<file path="config.mk">
export PLATFORM = sky130hd
export DESIGN_NAME = ctrl_sequencer_flat
export DESIGN_NICKNAME = d
export VERILOG_FILES = /design/src/rtl/ctrl_pkg.sv /design/src/rtl/ctrl_sequencer_if.sv /design/src/rtl/ctrl_imm_ext.sv /design/src/rtl/ctrl_sequencer.sv /design/src/flat_wrapper.sv
export SDC_FILE = /design/constraint.sdc
export NUM_CORES = 1
export LEC_CHECK = 0
export ABC_CLOCK_PERIOD_IN_PS = 6100
export CAP_MARGIN = 10
export CORE_MARGIN = 3
export CORE_UTILIZATION = 37
export CTS_CLUSTER_SIZE = 24
export DETAILED_ROUTE_END_ITERATION = 7
export HOLD_SLACK_MARGIN = 0.05
export PLACE_DENSITY = 0.85
export SETUP_SLACK_MARGIN = 0.4
export SYNTH_ARGS = -nofsm -noshare
export SYNTH_HDL_FRONTEND = slang
export SYNTH_SLANG_ARGS = --single-unit
</file>
<file path="constraint.sdc">
create_clock -name clk -period 6.1 [get_ports clk]
set_clock_uncertainty 0.2 [all_clocks]
set_input_delay 1.525 -clock clk [delete_from_list [all_inputs] [get_ports clk]]
set_output_delay 1.525 -clock clk [all_outputs]
set_load 0.05 [all_outputs]
</file>
<file path="src/rtl/ctrl_pkg.sv">
// ctrl_pkg: shared constants for the control sequencer.
//   state_t       one-hot FSM encoding (FETCH, DECODE, READ, WAIT_MEM, EXEC, HALT)
//   OP_*          opcode values (opcode field = instr[IW-1 -: OPW])
//   MDRS_*        MDR input select values
//   OPS_*         ALU operand select values
package ctrl_pkg;

   typedef enum logic [5:0] {
      ST_FETCH    = 6'b000001,
      ST_DECODE   = 6'b000010,
      ST_READ     = 6'b000100,
      ST_WAIT_MEM = 6'b001000,
      ST_EXEC     = 6'b010000,
      ST_HALT     = 6'b100000
   } state_t;

   localparam logic [2:0] OP_ALU = 3'b000;
   localparam logic [2:0] OP_LD  = 3'b001;
   localparam logic [2:0] OP_ST  = 3'b010;
   localparam logic [2:0] OP_LDI = 3'b101;
   localparam logic [2:0] OP_HLT = 3'b111;

   localparam logic [1:0] MDRS_IMM = 2'd0;
   localparam logic [1:0] MDRS_RAM = 2'd1;
   localparam logic [1:0] MDRS_ALU = 2'd2;

   localparam logic [1:0] OPS_R0  = 2'd0;
   localparam logic [1:0] OPS_R1  = 2'd1;
   localparam logic [1:0] OPS_MDR = 2'd2;

endpackage

</file>
<file path="src/rtl/ctrl_sequencer_if.sv">
// ctrl_sequencer_if: datapath-facing signals of the control sequencer.
//   instr, mem_ready                      datapath -> sequencer
//   *_LOAD, INCR_PC                       load strobes, active high
//   REGR0S/REGR1S/REGWS, MDRS, OP0S/OP1S  bus selects
//   IRimm                                 extended immediate
//   halted, illegal                       status
// Handshake: mem_ready is sampled level-wise; a RAM access in progress
// completes in the cycle where mem_ready is high, and the sequencer advances
// on that same clock edge. No back-pressure exists in the other direction.
// Modports: master = sequencer, slave = datapath.
interface ctrl_sequencer_if #(
   parameter int IW  = 16,
   parameter int RSW = 3,
   parameter int DW  = 16
);
   logic [IW-1:0]  instr;
   logic           mem_ready;
   logic           MAR_LOAD, IR_LOAD, MDR_LOAD, REG_LOAD, RAM_LOAD, INCR_PC;
   logic [RSW-1:0] REGR0S, REGR1S, REGWS;
   logic [1:0]     MDRS, OP0S, OP1S;
   logic [DW-1:0]  IRimm;
   logic           halted, illegal;

   modport master (
      input  instr, mem_ready,
      output MAR_LOAD, IR_LOAD, MDR_LOAD, REG_LOAD, RAM_LOAD, INCR_PC,
      output REGR0S, REGR1S, REGWS, MDRS, OP0S, OP1S, IRimm, halted, illegal
   );

   modport slave (
      output instr, mem_ready,
      input  MAR_LOAD, IR_LOAD, MDR_LOAD, REG_LOAD, RAM_LOAD, INCR_PC,
      input  REGR0S, REGR1S, REGWS, MDRS, OP0S, OP1S, IRimm, halted, illegal
   );
endinterface

</file>
<file path="src/rtl/ctrl_imm_ext.sv">
// ctrl_imm_ext: widens the instruction immediate to DW bits.
//   imm  in  IMMW  raw immediate field
//   ext  out DW    sign-extended (IMM_SEXT=1) or zero-extended (IMM_SEXT=0)
module ctrl_imm_ext #(
   parameter int IMMW     = 10,
   parameter int DW       = 16,
   parameter bit IMM_SEXT = 1'b1
) (
   input  logic [IMMW-1:0] imm,
   output logic [DW-1:0]   ext
);
   assign ext = IMM_SEXT ? DW'($signed(imm)) : DW'(imm);
endmodule

</file>
<file path="src/rtl/ctrl_sequencer.sv">
// ctrl_sequencer: instruction decoder and control FSM for the microcoded
// datapath. FETCH -> DECODE -> [READ -> [WAIT_MEM]] -> EXEC -> FETCH, plus HALT.
//   clk        rising-edge clock
//   reset      asynchronous, active high
//   bus        ctrl_sequencer_if.master (instr/mem_ready in, strobes/selects out)
//   dbg_state  current FSM state
// The state register is the only flop; every output is decoded from state,
// instr and mem_ready. instr must stay stable from DECODE through EXEC.
module ctrl_sequencer
   import ctrl_pkg::*;
#(
   parameter int IW       = 16,
   parameter int OPW      = 3,
   parameter int RSW      = 3,
   parameter int DW       = 16,
   parameter bit IMM_SEXT = 1'b1
) (
   input  logic                clk,
   input  logic                reset,
   ctrl_sequencer_if.master    bus,
   output state_t              dbg_state
);
   localparam int IMMW = IW - OPW - RSW;
   localparam logic [RSW-1:0] PC_IDX = {RSW{1'b1}};

   state_t state, next_state;

   logic [OPW-1:0]  op;
   logic [RSW-1:0]  tgt, rb, ra;
   logic [IMMW-1:0] imm;
   logic [DW-1:0]   imm_ext;

   logic           mar_load, ir_load, mdr_load, reg_load, ram_load, incr_pc;
   logic [RSW-1:0] r0s, r1s, ws;
   logic [1:0]     mdrs, op0s, op1s;
   logic           halted, illegal;

   assign op  = bus.instr[IW-1 -: OPW];
   assign tgt = bus.instr[RSW-1:0];
   assign rb  = bus.instr[2*RSW-1:RSW];
   assign ra  = bus.instr[3*RSW-1:2*RSW];
   assign imm = bus.instr[IW-OPW-1:RSW];

   ctrl_imm_ext #(.IMMW(IMMW), .DW(DW), .IMM_SEXT(IMM_SEXT)) u_imm_ext (
      .imm (imm),
      .ext (imm_ext)
   );

   always_ff @(posedge clk or posedge reset) begin
      if (reset) state <= ST_FETCH;
      else       state <= next_state;
   end

   always_comb begin
      next_state = ST_FETCH;
      mar_load = 1'b0; ir_load = 1'b0; mdr_load = 1'b0;
      reg_load = 1'b0; ram_load = 1'b0; incr_pc = 1'b0;
      r0s = '0; r1s = '0; ws = '0;
      mdrs = MDRS_IMM; op0s = OPS_R0; op1s = OPS_R0;
      halted = 1'b0; illegal = 1'b0;
      // Outputs are held at default while reset is high so that a reset
      // arriving mid-instruction kills strobes in the same cycle.
      if (!reset) begin
         case (state)
            ST_FETCH: begin
               r1s = PC_IDX; op1s = OPS_R1; mar_load = 1'b1;
               if (bus.mem_ready) begin
                  ir_load = 1'b1; incr_pc = 1'b1; next_state = ST_DECODE;
               end else begin
                  next_state = ST_FETCH;
               end
            end
            ST_DECODE: begin
               case (op)
                  OPW'(OP_ALU): begin
                     r0s = ra; r1s = rb; op0s = OPS_R0; op1s = OPS_R1;
                     next_state = ST_READ;
                  end
                  OPW'(OP_LD), OPW'(OP_ST): begin
                     r0s = ra; op0s = OPS_R0; mar_load = 1'b1;
                     next_state = ST_READ;
                  end
                  OPW'(OP_LDI): begin
                     mdrs = MDRS_IMM; mdr_load = 1'b1;
                     next_state = ST_EXEC;
                  end
                  OPW'(OP_HLT): next_state = ST_HALT;
                  default: begin
                     illegal = 1'b1; next_state = ST_FETCH;
                  end
               endcase
            end
            ST_READ: begin
               case (op)
                  OPW'(OP_ALU): begin
                     r0s = ra; r1s = rb; op0s = OPS_R0; op1s = OPS_R1;
                     mdrs = MDRS_ALU; mdr_load = 1'b1; next_state = ST_EXEC;
                  end
                  OPW'(OP_ST): begin
                     // Store data (tgt register) passes through the ALU into MDR.
                     r0s = tgt; op0s = OPS_R0;
                     mdrs = MDRS_ALU; mdr_load = 1'b1; next_state = ST_EXEC;
                  end
                  OPW'(OP_LD): begin
                     mdrs = MDRS_RAM;
                     if (bus.mem_ready) begin
                        mdr_load = 1'b1; next_state = ST_EXEC;
                     end else begin
                        next_state = ST_WAIT_MEM;
                     end
                  end
                  default: next_state = ST_FETCH;
               endcase
            end
            ST_WAIT_MEM: begin
               mdrs = MDRS_RAM;
               if (bus.mem_ready) begin
                  mdr_load = 1'b1; next_state = ST_EXEC;
               end else begin
                  next_state = ST_WAIT_MEM;
               end
            end
            ST_EXEC: begin
               case (op)
                  OPW'(OP_ALU), OPW'(OP_LD), OPW'(OP_LDI): begin
                     op0s = OPS_MDR; op1s = OPS_R0; ws = tgt; reg_load = 1'b1;
                     next_state = ST_FETCH;
                  end
                  OPW'(OP_ST): begin
                     ram_load = 1'b1;
                     next_state = bus.mem_ready ? ST_FETCH : ST_EXEC;
                  end
                  default: next_state = ST_FETCH;
               endcase
            end
            ST_HALT: begin
               halted = 1'b1; next_state = ST_HALT;
            end
            default: next_state = ST_FETCH;
         endcase
      end
   end

   assign bus.MAR_LOAD = mar_load;
   assign bus.IR_LOAD  = ir_load;
   assign bus.MDR_LOAD = mdr_load;
   assign bus.REG_LOAD = reg_load;
   assign bus.RAM_LOAD = ram_load;
   assign bus.INCR_PC  = incr_pc;
   assign bus.REGR0S   = r0s;
   assign bus.REGR1S   = r1s;
   assign bus.REGWS    = ws;
   assign bus.MDRS     = mdrs;
   assign bus.OP0S     = op0s;
   assign bus.OP1S     = op1s;
   assign bus.IRimm    = (op == OPW'(OP_LDI)) ? imm_ext : '0;
   assign bus.halted   = halted;
   assign bus.illegal  = illegal;
   assign dbg_state    = state;
endmodule

</file>
<file path="src/flat_wrapper.sv">
// flat-port wrapper written by rule: the top's interface ports become plain ports
module ctrl_sequencer_flat import ctrl_pkg::*;
#(
   parameter int IW       = 16,
   parameter int OPW      = 3,
   parameter int RSW      = 3,
   parameter int DW       = 16,
   parameter bit IMM_SEXT = 1'b1
)
  (clk, reset, dbg_state, bus_instr, bus_mem_ready, bus_MAR_LOAD, bus_IR_LOAD, bus_MDR_LOAD, bus_REG_LOAD, bus_RAM_LOAD, bus_INCR_PC, bus_REGR0S, bus_REGR1S, bus_REGWS, bus_MDRS, bus_OP0S, bus_OP1S, bus_IRimm, bus_halted, bus_illegal);
  ctrl_sequencer_if #(.IW(IW), .RSW(RSW), .DW(DW)) bus_i ();
  input  logic clk;
  input  logic reset;
  output state_t dbg_state;
  input wire logic [$bits(bus_i.instr)-1:0] bus_instr;
  input wire logic [$bits(bus_i.mem_ready)-1:0] bus_mem_ready;
  output wire logic [$bits(bus_i.MAR_LOAD)-1:0] bus_MAR_LOAD;
  output wire logic [$bits(bus_i.IR_LOAD)-1:0] bus_IR_LOAD;
  output wire logic [$bits(bus_i.MDR_LOAD)-1:0] bus_MDR_LOAD;
  output wire logic [$bits(bus_i.REG_LOAD)-1:0] bus_REG_LOAD;
  output wire logic [$bits(bus_i.RAM_LOAD)-1:0] bus_RAM_LOAD;
  output wire logic [$bits(bus_i.INCR_PC)-1:0] bus_INCR_PC;
  output wire logic [$bits(bus_i.REGR0S)-1:0] bus_REGR0S;
  output wire logic [$bits(bus_i.REGR1S)-1:0] bus_REGR1S;
  output wire logic [$bits(bus_i.REGWS)-1:0] bus_REGWS;
  output wire logic [$bits(bus_i.MDRS)-1:0] bus_MDRS;
  output wire logic [$bits(bus_i.OP0S)-1:0] bus_OP0S;
  output wire logic [$bits(bus_i.OP1S)-1:0] bus_OP1S;
  output wire logic [$bits(bus_i.IRimm)-1:0] bus_IRimm;
  output wire logic [$bits(bus_i.halted)-1:0] bus_halted;
  output wire logic [$bits(bus_i.illegal)-1:0] bus_illegal;
  assign bus_i.instr = bus_instr;
  assign bus_i.mem_ready = bus_mem_ready;
  assign bus_MAR_LOAD = bus_i.MAR_LOAD;
  assign bus_IR_LOAD = bus_i.IR_LOAD;
  assign bus_MDR_LOAD = bus_i.MDR_LOAD;
  assign bus_REG_LOAD = bus_i.REG_LOAD;
  assign bus_RAM_LOAD = bus_i.RAM_LOAD;
  assign bus_INCR_PC = bus_i.INCR_PC;
  assign bus_REGR0S = bus_i.REGR0S;
  assign bus_REGR1S = bus_i.REGR1S;
  assign bus_REGWS = bus_i.REGWS;
  assign bus_MDRS = bus_i.MDRS;
  assign bus_OP0S = bus_i.OP0S;
  assign bus_OP1S = bus_i.OP1S;
  assign bus_IRimm = bus_i.IRimm;
  assign bus_halted = bus_i.halted;
  assign bus_illegal = bus_i.illegal;
  ctrl_sequencer #(.IW(IW), .OPW(OPW), .RSW(RSW), .DW(DW), .IMM_SEXT(IMM_SEXT)) u_core (.clk(clk), .reset(reset), .bus(bus_i), .dbg_state(dbg_state));
endmodule
</file>
==> impl_results.md, run 1 <==
- Run status: completed
- Clock power frac: 22.0%
- Sequential area share after synthesis: 17.0%
- Highest Clock Rate: 0.179 GHz
- Max-cap viol count: 0
- Die height: 55.1 um
- Pre-antenna DRT Iters: 5
- Initial antenna violation count: 0
- Critical Path Fanout Max: 11
- Max reg flops: 6
- Leakage dissipation: 0.569 nW
- Sw Pwr: 0.0862 mW
- Comb pwr share: 54.1%
- Hold WS: 0.494 ns
- Number of port buffers: 61
- Routability cong.: 0.844
- Die area: 3040 sq um
- Rel. slew slack: 64.7%
- Cell Area, Synth: 892 sq um
- Fin. Hold Viols: 0
- ANT cells: 0
- Post-route antenna net violation count: 0
- Congestion Overflow GR: 0
- Delay-heaviest family, CP: buffers and inverters
- Cell internal pwr: 0.107 mW
- TritonCTS clock tree: done
- Sequential power share: 23.8%
- Dpl ws: 0.217 ns
- Startpoint class of the critical path: input port
- Layout cells sized above 1: 12.9%
- Delay of the slowest critical-path stage: 0.86 ns
- Critical path class: in -> out
- Vias: 1138
- Iteration-0 DRC Markers: 54
- Clk buf depth: 2
- Num CTS Buffers: 3
- Total number of H-tree levels: 1
- Clock Sinks: 6
- DRC: 0
- Cell Pwr Density: 133 nW/um^2
- Number of global-route vias before repair: 1068
- Minimum clock period: 5.59 ns
- Gr usage total: 21.3%
- Slew @ Worst Pin: 0.530 ns
- Core ar.: 2250 sq um
- CP Data Required Time: 4.38 ns
- Crit path max-delay cell type: clkdlybuf4s50_1
- Max-slew violation count: 0
- Period Utilization, post-route: 91.7%
- RSZ-0062 raised after global routing: no
- CP dominant cell by count: clkdlybuf4s50_1
- Starting Density: 39.6%
- CP Buf/Inv Count: 2
- Library cells used by synthesis: 44
- WP data arrival: 3.87 ns
- Root Driver: clkbuf_4
- Maximum vdd drop: 0.131 mV
- Setup TNS: 0 ns
- Post-DP HPWL: 2440 um
- Clock slew at reported path FFs: 0.05 ns
- # IOs: 64
- Layout area overhead: 63.3%
- Routed WL: 3060 um
- Sw Ratio: 44.6%
- Final setup violation count: 0
- Hold Path Class: reg -> reg
- First-pass GRT wire length: 4660 um
- Ys Warns: 0
- Cell Rows: 17
- Nets: 190
- Largest net degree at the start of global routing: 14
- Final worst setup slack: 0.508 ns
- CP Cell Sequence: clkdlybuf4s50_1, or4_1, nor3_1, clkdlybuf4s50_1
- Mean area per synthesized cell: 7.43 sq um
- Yosys reg bits: 6
- Clock latency on the worst-skew pair: 0.26 ns
- Crit. End Element: output port
- Cells after Synth: 120
- Cts hold-fix bufs: 0
- Wire per inst: 15.5 um
- Die W: 55.1 um
- Via/cell ratio: 5.75
- Finished Core Util: 64.6%
-- power groups by stage --
stage / registers [mW] / logic [mW] / clock network (mW)
CTS: 0.0460 / 0.105 / 0.0436
finish: 0.0461 / 0.105 / 0.0426
floorplan: 0.0495 / 0.0656 / 0
detailed placement: 0.0466 / 0.104 / 0
global placement: 0.0465 / 0.102 / 0
global route: 0.0466 / 0.110 / 0.0450
-- routing by layer --
layer,part of all wire [%],vias to the layer above,global-route usage (%)
li1,-,519,-
met1,37,530,23.8
met2,49,73,37.4
met3,10,16,3.49
met4,3.6,0,13.4
met5,0,-,0
-- path summary, 6_finish.rpt --
| kind | start | slack [ns] | endpoint | cells after the start |
|---|---|---|---|---|
| worst max register to register | u_core.dbg_state[3] | 3.92 | u_core.dbg_state[4] | 4 |
| max in group asynchronous | reset | 3.78 | u_core.dbg_state[0] | 3 |
| worst max-delay path | bus_instr[13] | 0.51 | bus_MDRS[1] | 4 |
| min in group asynchronous | reset | 1.63 | u_core.dbg_state[2] | 3 |
| worst min register to register | u_core.dbg_state[0] | 0.49 | u_core.dbg_state[5] | 1 |
| worst min-delay path | u_core.dbg_state[0] | 0.49 | u_core.dbg_state[5] | 1 |
-- final cells by class --
cell class	count	area [sq um]
Sequential cell	6	151
Clock buffer	4	26.3
Timing Repair Buffer	64	618
Fill cell	210	798
Inverter	1	3.75
Multi-Input combinational cell	95	622
Tap cell	28	35.0
-- synth_stat cells --
| master | number | area [sq um] |
|---|---|---|
| a21oi_4 | 1 | 16.3 |
| a21boi_2 | 1 | 11.3 |
| o22a_1 | 1 | 8.76 |
| nor2_1 | 11 | 41.3 |
| or2_2 | 1 | 6.26 |
| buf_2 | 1 | 5.00 |
| nor4_1 | 4 | 25.0 |
| or4_1 | 2 | 15.0 |
| buf_1 | 1 | 3.75 |
| dfstp_2 | 1 | 26.3 |
| and3_1 | 3 | 18.8 |
| a221oi_1 | 1 | 8.76 |
| or4b_4 | 1 | 13.8 |
| dfrtp_1 | 5 | 125 |
| conb_1 | 1 | 3.75 |
| o21a_1 | 3 | 22.5 |
| a2111oi_0 | 1 | 8.76 |
| nor2b_1 | 2 | 12.5 |
| nor3_1 | 5 | 25.0 |
| o21ai_0 | 4 | 20.0 |
| and2_1 | 13 | 81.3 |
| or4_4 | 1 | 11.3 |
| o211a_1 | 1 | 10.0 |
| inv_1 | 1 | 3.75 |
| mux2_2 | 1 | 11.3 |
| nand4b_1 | 1 | 8.76 |
| buf_6 | 2 | 22.5 |
| a41oi_2 | 1 | 16.3 |
| or3b_4 | 1 | 11.3 |
| buf_4 | 10 | 75.1 |
| a21oi_1 | 6 | 30.0 |
| a21o_1 | 1 | 7.51 |
| nand3_1 | 8 | 40.0 |
| nand2_1 | 4 | 15.0 |
| xor2_1 | 2 | 17.5 |
| nor3b_2 | 1 | 12.5 |
| nand2b_1 | 4 | 25.0 |
| a211oi_1 | 1 | 7.51 |
| nand4_1 | 1 | 6.26 |
| nor3b_1 | 2 | 15.0 |
| nor4b_1 | 1 | 8.76 |
| or3b_2 | 1 | 8.76 |
| clkbuf_1 | 5 | 18.8 |
| and4b_1 | 1 | 10.0 |
-- layout by cell type, fill, tap and decap left out, types with 2 or more instances in the layout --
master / instances
buf_4: 4
clkbuf_2: 3
dfrtp_1: 5
nor3_1: 5
nand3_1: 8
nor4_1: 3
nor2b_1: 2
a21oi_1: 6
conb_1: 2
clkdlybuf4s50_1: 56
nand2_1: 4
nor3b_1: 2
o21ai_0: 4
nand2b_1: 4
and3_1: 3
xor2_1: 2
or4_1: 2
o21a_1: 3
and2_1: 13
clkbuf_4: 3
nor2_1: 11
-- stage by stage --
stage                     power [mW]  cells  instance area, sq um
after floorplan                0.115    121                   902
after global placement         0.148    194                  1440
after detailed placement       0.151    194                  1440
after CTS                      0.194    198                  1470
after global routing           0.202    198                  1460
final                          0.193    198                  1460
-- cells by family after synthesis --
logic type | synth area share, %
AND/OR/NAND/NOR | 46.1
AO/OA/AOI/OAI | 18.8
buffers and inverters | 14.4
flip-flops | 17.0
XOR/XNOR | 1.96
multiplexers | 1.26
other | 0.420
-- timing repair --
| action | 4_1_cts | 5_1_grt |
|---|---|---|
| gates resized for setup | 3 | 7 |
| endpoints found under the setup margin | 3 | 4 |
| buffers inserted | 0 | 0 |
| hold endpoints to repair | 0 | 0 |
No activity file was read; power rests on OpenSTA's default activity.
==> inputs of run 2 (changes only) <==
CAP_MARGIN = default   (was 10)
CORE_ASPECT_RATIO = 1.75   (was default)
==> run 2 against run 1 <==
  * Clock power down 12%
  * Sequential share of layout area down 0.11 points
  * Cell count decreased by 1.5%
  * Global-route usage shrank 2.9 points
  * Largest cell class is now buffers
  * Clock-buffer cell count unchanged
  * Critical path depth is 2 higher
  * Worst setup slack improved by 0.068 ns
  * Critical path type unchanged
  * Via count down 5.7%
  * Combinational power about the same
  * Sequential power is essentially flat
  * Flip-flop and latch count is the same
  * Wire length down 9.2%
==> impl_results.md, run 2 (synthesized netlist as in run 1, its figures left out) <==
- CTS-repair resized insts: 4
- Max-cap viol count: 0
- Initial antenna violation count: 0
- Delay-heaviest family, CP: buffers and inverters
- Critical path class: in -> out
- Num CTS Buffers: 3
- Max-slew violation count: 0
- Final setup violation count: 0
- Hold Path Class: reg -> reg
- Cts hold-fix bufs: 0
- Starting Density: 40.5%
- Clk buf depth: 2
- Pre-antenna DRT Iters: 4
- Slew @ Worst Pin: 0.522 ns
- Worst Hold End: u_core.dbg_state[5]
- CP Buf/Inv Count: 2
- Commonest non-fill, non-tap cells in the layout: 56 x clkdlybuf4s50_1, 13 x and2_1, 11 x nor2_1
- Routed WL: 2780 um
- Congestion Overflow GR: 0
- WP data arrival: 3.80 ns
- Clock slew at reported path FFs: 0.05 ns
- Vias: 1073
- First-pass GRT wire length: 4470 um
- Maximum vdd drop: 0.100 mV
- Clock latency on the worst-skew pair: 0.24 ns
- Delay of the slowest critical-path stage: 0.63 ns
- Rel. slew slack: 65.1%
- Die area: 3060 sq um
- Post-DP HPWL: 2340 um
- Root Driver: clkbuf_4
- Largest net degree at the start of global routing: 12
- Fin. Hold Viols: 0
- Setup TNS: 0 ns
- Multi-input gate area: 622 sq um
- Startpoint class of the critical path: input port
- Total number of H-tree levels: 1
- Clock Sinks: 6
- # IOs: 64
- TritonCTS clock tree: done
- Fin area: 1470 sq um
- Core ar.: 2200 sq um
- Reg2Reg Depth: 4
- Sequential Area: 151 sq um
- Placed Instance Area: 1450 sq um
- Worst R2R End: u_core.dbg_state[4]
- Layout fillers: 184
- Post-route antenna net violation count: 0
- Layout area overhead: 64.9%
- Gr usage total: 18.4%
- Period Utilization, post-route: 90.6%
- RR Startpoint: u_core.dbg_state[3]
- Via/cell ratio: 5.50
- RSZ-0062 raised after global routing: no
- Critical Path Fanout Max: 11
- CP Cell Sequence: clkdlybuf4s50_1, or4_1, nor3_1, o21ai_0, a21oi_1, dlygate4sd2_1
- Number of global-route vias before repair: 1054
- CP Data Required Time: 4.38 ns
- Layout cells sized above 1: 11.1%
- HP Start: u_core.dbg_state[0]
- Crit. End Element: output port
- Cell Rows: 22
- Number of port buffers: 61
- ANT cells: 0
- Die height: 71.0 um
- Max reg flops: 6
- Crit path max-delay cell type: or4_1
- R2R Setup Slk: 3.96 ns
- Run status: completed
- Nets: 191
- Wire per inst: 14.3 um
- Minimum clock period: 5.52 ns
- Highest Clock Rate: 0.181 GHz
- Leakage dissipation: 0.588 nW
- Routability cong.: 0.913
- Die W: 43.1 um
- DRC: 0
- Commonest non-fill, non-tap cell in the layout: clkdlybuf4s50_1
- Cell Pwr Density: 127 nW/um^2
- Post-CTS repair timing setup buffer count: 0
- Hold depth: 1
- Iteration-0 DRC Markers: 21
## run 2: cell count changes in the layout (fill, tap and decap cells not counted), sizes merged
cell,delta
clkbuf,-3
dlygate4sd2,+4
## run 2: per-layer routing
metal | up-vias | part of all wire (%) | wire, um | GRT usage, %
met2 | 48 | 57 | 1580 | 35.9
met5 | - | 0 | 0 | 0
met3 | 2 | 7.1 | 197 | 3.31
met4 | 0 | 0.50 | 14 | 7.05
met1 | 499 | 35 | 985 | 17.9
li1 | 524 | - | - | -
## run 2: cell type report
cell class	count	share of cell area [%]
clock buffers	4	1.79
repair buffers	65	43.4
flip-flops and latches	6	10.3
multi-input cells	95	42.3
inverters	1	0.255
well taps	24	2.04
## run 2: worst max path at each step
stage	end	slack [ns]	from	depth (start not counted)
after global placement	bus_REGR0S[0]	0.40	bus_instr[13]	6
after global routing	bus_REGR0S[0]	0.48	bus_instr[13]	6
after floorplan	bus_REGWS[0]	0.99	bus_instr[15]	4
final	bus_REGR0S[1]	0.58	bus_instr[13]	6
after CTS	bus_MDR_LOAD	0.41	bus_instr[14]	6
after detailed placement	bus_REGR0S[1]	0.31	bus_instr[13]	6
## run 2: worst register-to-register path, cell delays in order (launching register included)
cell,delay (ns)
dfrtp_1,0.46
or4_4,0.62
or3b_4,0.45
a41oi_2,0.15
a21boi_2,0.19
## run 2: through the flow
step,std cells,setup WS (ns),power [mW],utilization [%],hold WS [ns]
final,195,0.576,0.187,66.8,0.458
after global routing,195,0.483,0.200,66.8,0.507
after CTS,195,0.413,0.190,66.7,0.475
after detailed placement,191,0.308,0.150,65.7,0.477
after global placement,191,0.397,0.149,65.7,0.453
after floorplan,121,0.987,0.115,-,0.518
## run 2: report_power, final
part	switching (mW)	internal, mW
sequential	0.00378	0.0421
clock	0.0130	0.0247
combinational	0.0633	0.0406
total	0.0801	0.107
